--- config.mk ---
export PLATFORM = sky130hd
export DESIGN_NAME = music_seq_rtl
export DESIGN_NICKNAME = d
export VERILOG_FILES = /design/src/rtl/music_seq_rtl.sv
export SDC_FILE = /design/constraint.sdc
export NUM_CORES = 1
export LEC_CHECK = 0
export ABC_CLOCK_PERIOD_IN_PS = 2220
export BUFFER_PORTS_ARGS = -buffer_cell sky130_fd_sc_hd__buf_4
export CAP_MARGIN = 10
export CORE_MARGIN = 2
export CORE_UTILIZATION = 48
export CTS_BUF_LIST = sky130_fd_sc_hd__clkbuf_8
export DETAILED_ROUTE_END_ITERATION = 12
export GPL_TIMING_DRIVEN = 0
export PLACE_DENSITY = 0.79
export SLEW_MARGIN = 20
export SYNTH_ARGS = -nofsm -noshare
export SYNTH_HDL_FRONTEND = slang
export SYNTH_SLANG_ARGS = --single-unit
--- constraint.sdc ---
create_clock -name clk -period 2.22 [get_ports clk]
set_clock_uncertainty 0.2 [all_clocks]
set_input_delay 0.222 -clock clk [delete_from_list [all_inputs] [get_ports clk]]
set_output_delay 0.222 -clock clk [all_outputs]
set_load 0.01 [all_outputs]
--- src/rtl/music_seq_rtl.sv ---
// Song sequencer: fetches note words from memory at a per-song base and plays each for BEAT_CYCLES.
// Memory response is combinational; pause freezes PLAY, loop_en restarts the song at its end marker.
module music_seq_rtl #(
  parameter int ADDR_W      = 16,
  parameter int DATA_W      = 32,
  parameter int SONG_W      = 4,
  parameter int SONG_SHIFT  = 9,
  parameter int MAX_WORDS   = 128,
  parameter int BEAT_CYCLES = 4
) (
  input  logic                         clk,
  input  logic                         rst,
  input  logic                         start,
  input  logic [SONG_W-1:0]            song_sel,
  input  logic                         loop_en,
  input  logic                         pause,
  output logic                         memreq_val,
  output logic [ADDR_W-1:0]            memreq_addr,
  input  logic [DATA_W-1:0]            memresp_data,
  output logic [2:0]                   note,
  output logic                         note_val,
  output logic                         busy,
  output logic                         done,
  output logic [$clog2(MAX_WORDS):0]   word_idx
);

  localparam int IW = $clog2(MAX_WORDS) + 1;
  localparam int BW = (BEAT_CYCLES > 1) ? $clog2(BEAT_CYCLES) : 1;

  typedef enum logic [1:0] {S_IDLE, S_FETCH, S_PLAY, S_DONE} state_t;

  state_t            r_state;
  logic [ADDR_W-1:0] r_base;
  logic [ADDR_W-1:0] r_addr;
  logic [IW-1:0]     r_idx;
  logic [BW-1:0]     r_beat;
  logic [2:0]        r_note;

  logic              w_song_end;
  logic [2:0]        w_note;
  logic [ADDR_W-1:0] w_base;
  logic [ADDR_W-1:0] w_addr_nxt;
  logic [IW-1:0]     w_idx_nxt;
  logic              w_last;

  assign w_song_end = &memresp_data;
  // Codes above 7 (other than the end marker) play as a rest.
  assign w_note     = (memresp_data < DATA_W'(8)) ? memresp_data[2:0] : 3'd0;
  assign w_base     = ADDR_W'(song_sel) << SONG_SHIFT;
  assign w_addr_nxt = r_addr + ADDR_W'(DATA_W / 8);
  assign w_idx_nxt  = r_idx + IW'(1);
  assign w_last     = (w_idx_nxt == IW'(MAX_WORDS));

  always_ff @(posedge clk) begin
    if (rst) begin
      r_state <= S_IDLE;
      r_base  <= '0;
      r_addr  <= '0;
      r_idx   <= '0;
      r_beat  <= '0;
      r_note  <= '0;
    end else begin
      case (r_state)
        S_IDLE: begin
          if (start) begin
            r_base  <= w_base;
            r_addr  <= w_base;
            r_idx   <= '0;
            r_state <= S_FETCH;
          end
        end
        S_FETCH: begin
          if (w_song_end) begin
            if (loop_en) begin
              r_addr <= r_base;
              r_idx  <= '0;
            end else begin
              r_state <= S_DONE;
            end
          end else begin
            r_note  <= w_note;
            r_beat  <= BW'(BEAT_CYCLES - 1);
            r_state <= S_PLAY;
          end
        end
        S_PLAY: begin
          if (!pause) begin
            if (r_beat != '0) begin
              r_beat <= r_beat - BW'(1);
            end else if (w_last && loop_en) begin
              // Word limit reached with looping: behave exactly like an end marker.
              r_addr  <= r_base;
              r_idx   <= '0;
              r_state <= S_FETCH;
            end else begin
              r_addr  <= w_addr_nxt;
              r_idx   <= w_idx_nxt;
              r_state <= w_last ? S_DONE : S_FETCH;
            end
          end
        end
        default: r_state <= S_IDLE;
      endcase
    end
  end

  assign memreq_val  = (r_state == S_FETCH);
  assign memreq_addr = (r_state == S_FETCH) ? r_addr : '0;
  assign note        = r_note;
  assign note_val    = (r_state == S_PLAY) && !pause;
  assign busy        = (r_state != S_IDLE);
  assign done        = (r_state == S_DONE);
  assign word_idx    = r_idx;

endmodule

After elaboration in Yosys (flattened, before gate mapping):

Index checks and enable logic that the tools add are counted.

* register bits after elaboration: 35
* input port bits: 41
* output and inout bits: 31
* word-level logic and storage cells: 65

* add/sub/neg operators: 3
* $lt $le $gt $ge: 1
* equality and inequality tests: 12
* mux-type cells: 28
* bitwise gates (word level): 1
* reductions and logical operators: 14

Operator list (number)
* two-way mux 16 bit: 7
* two-way mux 8 bit: 6
* case mux 16 bit (3 select lines): 1
* < comparator 32 x 4 -> 1 bit (second input constant): 1
* AND reduction 32 bit: 1
* case mux 8 bit (3 select lines): 1
* two-way mux 2 bit: 10
* adder 16 x 3 -> 16 bit (second input constant): 1
* != test 2 bit (second input constant): 6
* adder 8 x 1 -> 8 bit (second input constant): 1
* equality test 8 bit (second input constant): 1
* AND reduction 4 bit: 2
* case mux 2 bit (3 select lines): 1
* AND reduction 6 bit: 1
* nonzero test 2 bit: 3
* equality test 2 bit (second input constant): 2
* case mux 2 bit (2 select lines): 1
* AND reduction 2 bit: 2
* two-way mux 3 bit: 1
* != test 3 bit (second input constant): 1
* nonzero test 3 bit: 1
* equality test 2 x 1 -> 1 bit (second input constant): 1
* logical AND 1 bit: 2
* logical NOT 2 bit: 1
* other kinds (4): 4

Depth between registers and ports, before layout:

Gate-level depths: netlist of run 1.

* depth after elaboration: 7
* gate-level depth with buffers: 10
* depth with buffers taken out: 8

Worst setup path after synthesis of run 1:

Ideal clock, no wire load.

* kind: reg-to-reg
* from: register r_idx[0], in the netlist word_idx[0]
* to: register r_addr[4]
* arrival: 2038 ps
* required time: 1895 ps
* path slack: -143 ps
* cell stages (with the launch flop): 9
* period minus slack after synthesis: 2363 ps
* cells stage by stage: dfxtp_1 -> ha_1 -> nand2_1 -> o32a_1 -> a221oi_4 -> a21oi_2 -> buf_2 -> a31oi_1 -> a31oi_1

* word-level cells in the longest chain between the ends: 7

Ends and longest elaborated chain
* start: declaration: line 35 `logic [IW-1:0] r_idx;`
* start signal: assignment: line 97 `r_idx <= w_idx_nxt;`
* adder 8 x 1 -> 8 bit: line 51 `assign w_idx_nxt = r_idx + IW'(1);`
* equality test 8 bit: line 52 `assign w_last = (w_idx_nxt == IW'(MAX_WORDS));`
* logical AND 1 bit: line 90 `end else if (w_last && loop_en) begin`
* two-way mux 16 bit: line 90
* two-way mux 16 bit: line 88 `if (r_beat != '0) begin`
* two-way mux 16 bit: line 87 `if (!pause) begin`
* case mux 16 bit (3 select lines): line 63 `case (r_state)`
* end signal: assignment: line 67 `r_addr <= w_base;`
* end signal: assignment: line 92 `r_addr <= r_base;`
* end signal: assignment: line 96 `r_addr <= w_addr_nxt;`
* end: declaration: line 34 `logic [ADDR_W-1:0] r_addr;`

Every way passes these cells. The select of a mux whose other input is x is not followed.
A chain may end at the register's enable or synchronous reset.

Final worst setup path of run 1:

* from: register r_state[1]
* to: register r_idx[6], in the netlist word_idx[6]

* word-level cells in the longest chain between the ends: 3
* elaborated cells between the ends (all ways): 11
* those cells by class: 7 x eq/ne; 1 x mux; 3 x reduce/logical

Ends and longest elaborated chain
* start: declaration: line 32 `state_t r_state;`
* start signal: assignment: line 98 `r_state <= w_last ? S_DONE : S_FETCH;`
* equality test 2 x 1 -> 1 bit, or another cell as far along: line 63
* != test 2 x 1 -> 1 bit (no line), or another cell as far along
* AND reduction 6 bit (no line)

Several ways; a longest one is shown, not always the timed one.

==> flow_summary.json, run 1 <==
{
  "p_sw_w": 0.001238,
  "dpl.cell_count": 410,
  "drt_wl_total_um": 7326,
  "critPathKind": "register to register",
  "grt_pass1_wl_um": 11300,
  "synth_area_um2": 2225,
  "setup_ws_ns": 0.01003,
  "synthCells": 289,
  "period_share": 0.9955,
  "crit_chain": "buf_4, ha_4, a2bb2oi_2, nand2b_1, or2_1, buf_6, or4_4, a21oi_2",
  "crit_family": "simple AND/OR/NAND/NOR gates",
  "slowest_stage": "or4_4",
  "clk_pin_slew_ns": 0.08,
  "core-area_um2": 4414,
  "fin_nets": 438,
  "arrival_ns": 2.23,
  "pwr-share-clk": 0.158,
  "avgSynthCellArea_um2": 7.698,
  "synthArstFlopShare": 0,
  "diodes": 0,
  "cts_root_buffer": "clkbuf_8",
  "place_area_um2": 2829,
  "clock.fmax_ghz": 0.4525,
  "p_leak_nw": 1.334,
  "internal-power_w": 0.001641,
  "hpwl_um": 4740,
  "clock_path_buffers": 2,
  "grt_util_met2": 0.4689,
  "groute.usage.overall": 0.2681,
  "slew_headroom": 0.6067,
  "synthFlopType": "dfxtp_1",
  "cts_tree": "built",
  "seq_power_share": 0.265,
  "cts-buffers-inserted": 5,
  "hold_viol_final": 0,
  "viasPerCell": 6.007,
  "power.density_nw_per_um2": 884.0,
  "route.detailed.wl_per_inst_um": 16.57,
  "vias": 2655,
  "grt.busiest_layer": "met2",
  "grt.overflow.total": 0,
  "grt_setup_unrepaired": "true",
  "yosys-top-cells-area": "dfxtp_1 30%, ha_1 4.5%, nand3_1 4.5%",
  "p_sw_frac": 0.4300,
  "grt_pass1_vias": 2496,
  "ys_seq_area_frac": 0.2970,
  "pre_cts_ws_ns": -0.3964,
  "synth.distinct_cells": 53,
  "die_x_um": 72.08,
  "yosysWarnings": 0,
  "setup_viol": 0,
  "grtUsageMet3": 0.05000,
  "synth_area_leader_cell": "dfxtp_1",
  "drc": 0,
  "fin_crit_ns": 2.210,
  "p_comb_frac": 0.577,
  "stdcell_area_um2": 3257,
  "yosysTopAreaCellShare": 0.2970,
  "maxCapViolations": 0,
  "die_area_um2": 5196,
  "fp.dieH_um": 72.08,
  "hold_path.class": "primary input to register",
  "cp-end-kind": "register",
  "grtUsageMet1": 0.3316,
  "syn_to_final_growth_pct": 46.40,
  "cpPeakStageDelay_ns": 0.47,
  "crit_path_start_kind": "register",
  "cts_sinks": 33,
  "drive_above_1_share": 0.3897,
  "grt_max_degree": 11,
  "ant_nets": 0,
  "synth_edf_count": 0,
  "place.gp.congestion": 0.8402,
  "crit_required_ns": 2.24,
  "instances_no_fill": 442,
  "path_buf_inv": 2,
  "initial_utilization": 0.5040,
  "clock_latency_ns": 0.30,
  "drt-initial-drc-count": 245,
  "path_max_fanout": 5,
  "ios": 72,
  "antenna_found_initial": 0,
  "cts_max_level": 2,
  "worst_pin_slew_ns": 0.5900,
  "ir_worst_vdd_uv": 1055,
  "drtPass1Iterations": 4,
  "drv_slew": 0,
  "status": "finished, final reports clean",
  "io_buffers": 68,
  "ys_ff_latch": 33,
  "placement_rows": 24
}
==> routing by layer <==
layer  routed length (um)  vias to the layer above
met5                    0                        -
met4                  112                        0
met3                  405                       19
met2                 3783                      114
met1                 3024                     1240
li1                     -                     1282
==> cell usage after synthesis (2+ instances only) <==
master     instances
and2_1             8
nand2_1           25
nand4b_1          10
clkbuf_2           2
nor2_1            23
nor4_1             7
inv_1             17
xor2_1             4
nor3_1             4
nand4_1           16
nand3_1           20
xnor2_1            2
and3_1             8
ha_1               8
a211oi_1           6
or3_1              2
a31oi_1            5
a21oi_2            2
o32a_1             2
nand2b_1           3
o22ai_1            2
o21ai_0           10
o2bb2ai_1          2
buf_2              3
o221ai_1           4
buf_1              2
and4_1             3
clkbuf_1           8
a22oi_1            7
dfxtp_1           33
a21oi_1           18
buf_4              2
==> area by class of cell <==
class                      count  area, um2
fill                         327       1157
buffer                        14      91.34
multi-input combinational    222       1521
sequential                    33      694.4
timing repair buffer          96      733.2
clock buffer                   5      68.82
clock inverter                 3      13.76
inverter                      17      68.82
tap                           52      65.06
==> power groups by stage <==
stage / sequential, W / clock (W) / combinational [W]
3_3_place_gp: 0.000761 / 0 / 0.00120
4_1_cts: 0.000761 / 0.000444 / 0.00141
3_5_place_dp: 0.000763 / 0 / 0.00122
2_1_floorplan: 0.000751 / 0 / 0.000852
5_1_grt: 0.000772 / 0.000467 / 0.00180
6_report: 0.000762 / 0.000455 / 0.00166
==> registers in the layout, summed over array words and instances (netlist names) <==
name / flops
r_state: 2
r_addr: 14
word_idx: 8
r_beat: 2
note: 3
r_base: 4
==> tightest hold or removal path: stages <==
cell and delay [ns]:
buf_4 0.11, nand3_1 0.06, a21oi_1 0.05
==> final timing paths <==
| path | slack, ns | to | from | depth (start not counted) |
|---|---|---|---|---|
| hold / removal | 0.001 | r_base[11]$_SDFFE_PP0P_ | song_sel[2] | 3 |
| setup reg to reg | 0.01 | word_idx[6]$_SDFFE_PP0P_ | r_state[1]$_SDFFE_PP0P_ | 8 |
| setup / recovery | 0.01 | word_idx[6]$_SDFFE_PP0P_ | r_state[1]$_SDFFE_PP0P_ | 8 |
| hold reg to reg | 0.26 | note[2]$_SDFFE_PP0P_ | note[2]$_SDFFE_PP0P_ | 2 |
==> kinds of logic (layout without fill, tap and decap cells) <==
group | count (synthesis) | in the layout | share of synthesized area
AND/OR/NAND/NOR | 138 | 138 | 0.3510
AO/OA/AOI/OAI | 67 | 67 | 0.2087
buffers and inverters | 35 | 135 | 0.06861
flip-flops | 33 | 33 | 0.2970
adder cells (fa/ha/maj) | 8 | 8 | 0.04500
XOR/XNOR | 6 | 6 | 0.02362
other | 1 | 2 | 0.001686
multiplexers | 1 | 1 | 0.004500
==> placed cells by master (no fill, tap or decap), types with 6 or more instances in the layout <==
| cell | n |
|---|---|
| and2_1 | 8 |
| buf_6 | 7 |
| nor2_1 | 22 |
| nand2_1 | 24 |
| buf_4 | 93 |
| a21oi_1 | 17 |
| nand4b_1 | 10 |
| dfxtp_1 | 22 |
| dfxtp_4 | 8 |
| nor4_1 | 7 |
| inv_1 | 13 |
| a211oi_1 | 6 |
| nand3_1 | 20 |
| and3_1 | 7 |
| nand4_1 | 16 |
==> stage by stage <==
stage               hold slack (ns)   TNS [ns]    util  total power [W]
global placement             0.2458     -5.018  0.6409         0.001960
floorplan                    0.1695  -0.006752       -         0.001603
CTS                        0.004800          0  0.6961         0.002611
finish                     0.001391          0  0.7378         0.002879
detailed placement           0.2470     -6.012  0.6409         0.001987
global route                0.02750    -0.7865  0.7378         0.003040
==> repair_timing <==
item,in CTS,in global routing
gates resized for setup,27,33
hold buffers,0,0
gates cloned,0,1
setup endpoints to repair,22,29
pin swaps,6,16
buffers inserted,13,14
(Power assumes the default switching activity.)
==> run 2: changes to the inputs <==
--- a/config.mk
+++ b/config.mk
@@ -14,5 +14,5 @@
 export DETAILED_ROUTE_END_ITERATION = 12
 export GPL_TIMING_DRIVEN = 0
-export PLACE_DENSITY = 0.79
+export PLACE_DENSITY = 0.78
 export SLEW_MARGIN = 20
 export SYNTH_ARGS = -nofsm -noshare
--- a/constraint.sdc
+++ b/constraint.sdc
@@ -3,3 +3,3 @@
 set_input_delay 0.222 -clock clk [delete_from_list [all_inputs] [get_ports clk]]
 set_output_delay 0.222 -clock clk [all_outputs]
-set_load 0.01 [all_outputs]
+set_load 0.05 [all_outputs]
==> run 2 against run 1 <==
Via count decreased by 4.9%. Global-route usage decreased by 1.0 points. Count of clock-buffer cells in the layout increased by 2. Worst setup slack improved by 0.049 ns. Die area unchanged. Critical path depth increased by 1. Sequential power increased by 0.9%. Worst hold slack improved by 0.014 ns. Sequential share of layout area increased by 0.76 points. Largest power group unchanged.
==> flow_summary.json, run 2 (synthesis results as in run 1) <==
{
  "path_max_fanout": 6,
  "grt_setup_unrepaired": "true",
  "path_buf_inv": 2,
  "p_leak_nw": 1.247,
  "setup_ws_ns": 0.05896,
  "crit_family": "compound AO/OA/AOI/OAI gates",
  "grt_pass1_vias": 2385,
  "antenna_found_initial": 0,
  "top_register": "r_addr",
  "drv_slew": 0,
  "holdCritStartpoint": "song_sel[2]",
  "diodes": 0,
  "clock_path_buffers": 2,
  "startpoint": "word_idx[0]$_SDFFE_PP0P_",
  "largest_reg_flops": 14,
  "worst_pin_slew_ns": 0.5217,
  "fillers": 370,
  "power.density_nw_per_um2": 934.1,
  "hpwl_um": 4814,
  "io_buffers": 68,
  "p_sw_w": 0.001314,
  "die_x_um": 72.08,
  "arrival_ns": 2.10,
  "initial_utilization": 0.5040,
  "final_cell_mix": "82 x buf_4, 24 x nand2_1, 23 x dfxtp_1",
  "holdBufCountCts": 0,
  "cts_tree": "built",
  "drive_above_1_share": 0.3503,
  "final_common_cell": "buf_4",
  "cts-buffers-inserted": 5,
  "crit_path_start_kind": "register",
  "slew_headroom": 0.6522,
  "viasPerCell": 5.925,
  "hold_viol_final": 0,
  "placement_rows": 24,
  "vias": 2524,
  "holdWs_ns": 0.01549,
  "grt_max_degree": 11,
  "core-area_um2": 4414,
  "pre_cts_ws_ns": -0.4364,
  "place.gp.congestion": 0.8313,
  "fin_crit_ns": 2.161,
  "ant_nets": 0,
  "internal-power_w": 0.001629,
  "syn_to_final_growth_pct": 41.62,
  "maxCapViolations": 0,
  "p_comb_frac": 0.567,
  "pwr-share-clk": 0.171,
  "crit_chain": "ha_4, nand2_2, o32a_1, a221oi_4, buf_6, a21oi_4, buf_4, nand4b_1, a21oi_1",
  "hold_path.class": "primary input to register",
  "grt.overflow.total": 0,
  "route.detailed.wl_per_inst_um": 15.35,
  "groute.usage.overall": 0.2576,
  "seq_power_share": 0.261,
  "clk_pin_slew_ns": 0.07,
  "power_w": 0.002943,
  "critPathKind": "register to register",
  "drt-initial-drc-count": 131,
  "cp-end-kind": "register",
  "cts_max_level": 2,
  "die_area_um2": 5196,
  "reg2reg_from": "word_idx[0]$_SDFFE_PP0P_",
  "fin_nets": 422,
  "clock_latency_ns": 0.28,
  "utilization": 0.7137,
  "ios": 72,
  "ir_worst_vdd_uv": 923.7,
  "period_share": 0.9734,
  "clock.fmax_ghz": 0.4627,
  "cts_sinks": 33,
  "slowest_stage": "dfxtp_4",
  "drt_wl_total_um": 6539,
  "drc": 0,
  "fin_setup_tns_ns": 0,
  "setup_viol": 0,
  "crit_required_ns": 2.16,
  "status": "finished, final reports clean",
  "p_sw_frac": 0.4465,
  "cts_root_buffer": "clkbuf_8",
  "fp.dieH_um": 72.08,
  "grt_pass1_wl_um": 10750,
  "cpPeakStageDelay_ns": 0.38,
  "drtPass1Iterations": 4
}
-- run 2: cell count changes in the layout (fill, tap and decap cells not counted), moves of 2 or more --
| cell | delta |
|---|---|
| inv_2 | -3 |
| clkbuf_8 | +2 |
| a22oi_1 | +3 |
| buf_6 | -4 |
| clkinvlp_4 | +2 |
| buf_4 | -11 |
| dfxtp_2 | -2 |
| a22oi_2 | -3 |
-- run 2: worst reg2reg max path, delay by kind of cell, from the launching register on --
family	cells	cell delay (ns)
flops	1	0.38
fa+ha+maj	1	0.15
simple gates	2	0.14
buf+inv	2	0.35
compound gates	4	0.81
-- run 2: cell type report --
cell class | instances | area [um2] | share of cell area
inverters | 17 | 76.32 | 0.02423
well taps | 52 | 65.06 | 0.02065
flip-flops and latches | 33 | 695.7 | 0.2208
clock inverters | 1 | 5.005 | 0.001589
multi-input cells | 222 | 1518 | 0.4817
repair buffers | 81 | 611.8 | 0.1942
plain buffers | 13 | 82.58 | 0.02621
clock buffers | 7 | 96.34 | 0.03058
-- run 2: final timing paths --
| check | to | slack (ns) | cells after the start |
|---|---|---|---|
| hold reg to reg | note[1]$_SDFFE_PP0P_ | 0.26 | 2 |
| setup / recovery | word_idx[2]$_SDFFE_PP0P_ | 0.06 | 9 |
| hold / removal | r_addr[11]$_SDFFE_PP0P_ | 0.02 | 3 |
| setup reg to reg | word_idx[2]$_SDFFE_PP0P_ | 0.06 | 9 |
-- run 2: power by group through the flow --
stage / logic (W) / clock network (W) / registers [W]
final: 0.00167 / 0.000504 / 0.000769
after CTS: 0.00149 / 0.000510 / 0.000753
after global routing: 0.00178 / 0.000547 / 0.000783
after detailed placement: 0.00143 / 0 / 0.000768
after global placement: 0.00140 / 0 / 0.000761
after floorplan: 0.00102 / 0 / 0.000765
-- run 2: repair_timing --
item / CTS / global route
resized for setup: 9 / 23
pin swaps: 1 / 11
buffers inserted: 2 / 10
gates cloned: 0 / 1
setup endpoints to repair: 23 / 28
-- run 2: through the flow --
stage          std cells  cell area, um2
2_1_floorplan        290            2317
3_3_place_gp         410            2893
3_5_place_dp         410            2893
4_1_cts              418            3024
5_1_grt              426            3151
6_report             426            3151
-- run 2: layer usage --
metal / wire length [um] / global-route usage
met1: 2791 / 0.3179
met2: 3304 / 0.4424
met3: 389 / 0.05000
met5: 0 / 0
met4: 55 / 0.09644
==> run 3: changes to the inputs <==
ABC_AREA = 1   (was not set)
==> run 3 against run 2 <==
Sequential share of layout area is 1.9 points lower. Highest routed layer unchanged. Via count grew 8.5%. Synthesized cell count grew 29%. Core utilization shrank 0.44 points. Design area increased by 5.6%.
==> flow_summary.json, run 3 <==
{
  "crit_path_frequent_cell": "nand2_1",
  "syn_to_final_growth_pct": 42.86,
  "synthFlopType": "dfxtp_1",
  "crit_required_ns": 2.25,
  "routed.top_layer": "met4",
  "route.detailed.wl_per_inst_um": 12.45,
  "core-area_um2": 4692,
  "setup_ws_ns": 0.08143,
  "drt_wl_total_um": 6489,
  "path_buf_inv": 4,
  "synth.most_common_cell": "nand2_1",
  "synthCells": 374,
  "cts_sinks": 33,
  "power_w": 0.004100,
  "crit_path_start_kind": "register",
  "ys_ff_latch": 33,
  "largest_reg_flops": 14,
  "critPathKind": "register to register",
  "p_leak_nw": 1.476,
  "slowest_stage": "dfxtp_4",
  "clock_latency_ns": 0.29,
  "fin_setup_tns_ns": 0,
  "placement_rows": 25,
  "antenna_found_initial": 0,
  "cp-end-kind": "register",
  "drv_slew": 0,
  "synth_edf_count": 0,
  "stdcell_area_um2": 3328,
  "top_register": "r_addr",
  "initial_utilization": 0.4965,
  "path_max_fanout": 8,
  "worst_pin_slew_ns": 0.5010,
  "hold_path.class": "primary input to register",
  "period_share": 0.9633,
  "diodes": 0,
  "grt_max_degree": 11,
  "vias": 2739,
  "cpPeakStageDelay_ns": 0.37,
  "grt_pass1_vias": 2346,
  "drc": 0,
  "synthXorXnorAreaFrac": 0.01880,
  "slew_headroom": 0.6629,
  "synthArstFlopShare": 0,
  "ant_nets": 0,
  "utilization": 0.7093,
  "maxCapViolations": 0,
  "io_buffers": 68,
  "pre_cts_ws_ns": -0.2427,
  "fp.dieH_um": 73.67,
  "synth_adder_area_share": 0.04296,
  "final_common_cell": "nand2_1",
  "hold_viol_final": 0,
  "drive_above_1_share": 0.2998,
  "final_cell_mix": "90 x nand2_1, 87 x buf_4, 42 x inv_1",
  "place.gp.congestion": 0.8693,
  "hpwl_um": 4655,
  "clk_pin_slew_ns": 0.07,
  "synth_mux_area_frac": 0,
  "cts_tree": "built",
  "arrival_ns": 2.17,
  "ir_worst_vdd_uv": 686.7,
  "crit_chain": "inv_2, ha_2, clkinvlp_4, o21ai_4, nor4_4, a21boi_4, buf_12, buf_4, nand2_1, nand2_1, nand3_1, nor2_1",
  "ios": 72,
  "grt_pass1_wl_um": 9839,
  "die_area_um2": 5427,
  "status": "finished, final reports clean",
  "clock_path_buffers": 2,
  "fin_nets": 515,
  "viasPerCell": 5.257,
  "wl_met3_um": 456,
  "synth_compound_area_frac": 0.1230,
  "met1Wirelength_um": 2751,
  "clock.fmax_ghz": 0.4676,
  "ys_seq_area_frac": 0.2836,
  "wl_met2_um": 3181,
  "yosysWarnings": 0,
  "crit_family": "simple AND/OR/NAND/NOR gates",
  "power.density_nw_per_um2": 1232,
  "cts-buffers-inserted": 5,
  "synth_area_leader_cell": "dfxtp_1",
  "cts_max_level": 2,
  "fin_crit_ns": 2.139,
  "place_area_um2": 2965,
  "cts_root_buffer": "clkbuf_8",
  "ys_top_cells_by_count": "91 x nand2_1, 54 x inv_1, 40 x nor2_1, 33 x dfxtp_1, 27 x a21oi_1",
  "die_x_um": 73.67,
  "synth_top_family_by_area": "simple AND/OR/NAND/NOR gates",
  "drtPass1Iterations": 4,
  "setup_viol": 0,
  "drt-initial-drc-count": 151,
  "fillers": 395,
  "synth.distinct_cells": 31,
  "grt.overflow.total": 0,
  "synth_area_um2": 2330,
  "yosysTopAreaCellShare": 0.2836,
  "avgSynthCellArea_um2": 6.229,
  "yosys-top-cells-area": "dfxtp_1 28%, nand2_1 15%, inv_1 8.7%",
  "yosys.area_share.simple": 0.3985,
  "groute.usage.overall": 0.2333
}
## run 3: layer usage
metal / vias up / global-route usage
li1: 1402 / -
met1: 1224 / 0.2897
met2: 105 / 0.3948
met3: 8 / 0.05350
met4: 0 / 0.08081
met5: - / 0
## run 3: path summary, 6_finish.rpt
check	from	to	slack [ns]	depth (start not counted)
worst max-delay path	r_state[1]$_SDFFE_PP0P_	r_addr[15]$_SDFFE_PP0P_	0.08	12
worst min register to register	r_base[11]$_SDFFE_PP0P_	r_base[11]$_SDFFE_PP0P_	0.28	2
worst min-delay path	song_sel[3]	r_base[12]$_SDFFE_PP0P_	0.04	3
worst max register to register	r_state[1]$_SDFFE_PP0P_	r_addr[15]$_SDFFE_PP0P_	0.08	12
## run 3: power breakdown
group	switching, W	total [W]	internal, W
sequential	0.000159	0.000922	0.000763
clock	0.000235	0.000597	0.000362
combinational	0.00149	0.00258	0.00109
## run 3: cell type report
type | instances | area [um2] | area share
plain buffers | 12 | 105.1 | 0.03158
clock buffers | 6 | 82.58 | 0.02481
clock inverters | 2 | 33.78 | 0.01015
inverters | 55 | 247.7 | 0.07444
multi-input cells | 273 | 1441 | 0.4331
flip-flops and latches | 33 | 671.9 | 0.2019
well taps | 54 | 67.56 | 0.02030
repair buffers | 86 | 678.2 | 0.2038
## run 3: kinds of logic after synthesis
group	count (synthesis)
other cells	1
simple gates	204
xor+xnor	5
compound gates	54
flops	33
fa+ha+maj	8
buf+inv	69
## run 3: worst min-delay path, cell delays in order
cell and delay [ns]:
buf_4 0.08, o21ai_0 0.08, a21oi_1 0.11
## run 3: metrics by stage
step,hold slack (ns),instances
floorplan,0.08365,375
global placement,0.2316,497
detailed placement,0.2354,497
CTS,0.02681,510
global route,0.02415,521
finish,0.03679,521
## run 3: timing repair
item | in CTS | in global routing
gates resized for setup | 10 | 14
setup endpoints to repair | 33 | 30
cloned | 0 | 1
buffers inserted | 4 | 12
pin swaps | 1 | 6
endpoints found under the hold margin | 5 | 0
hold buffers | 1 | 0
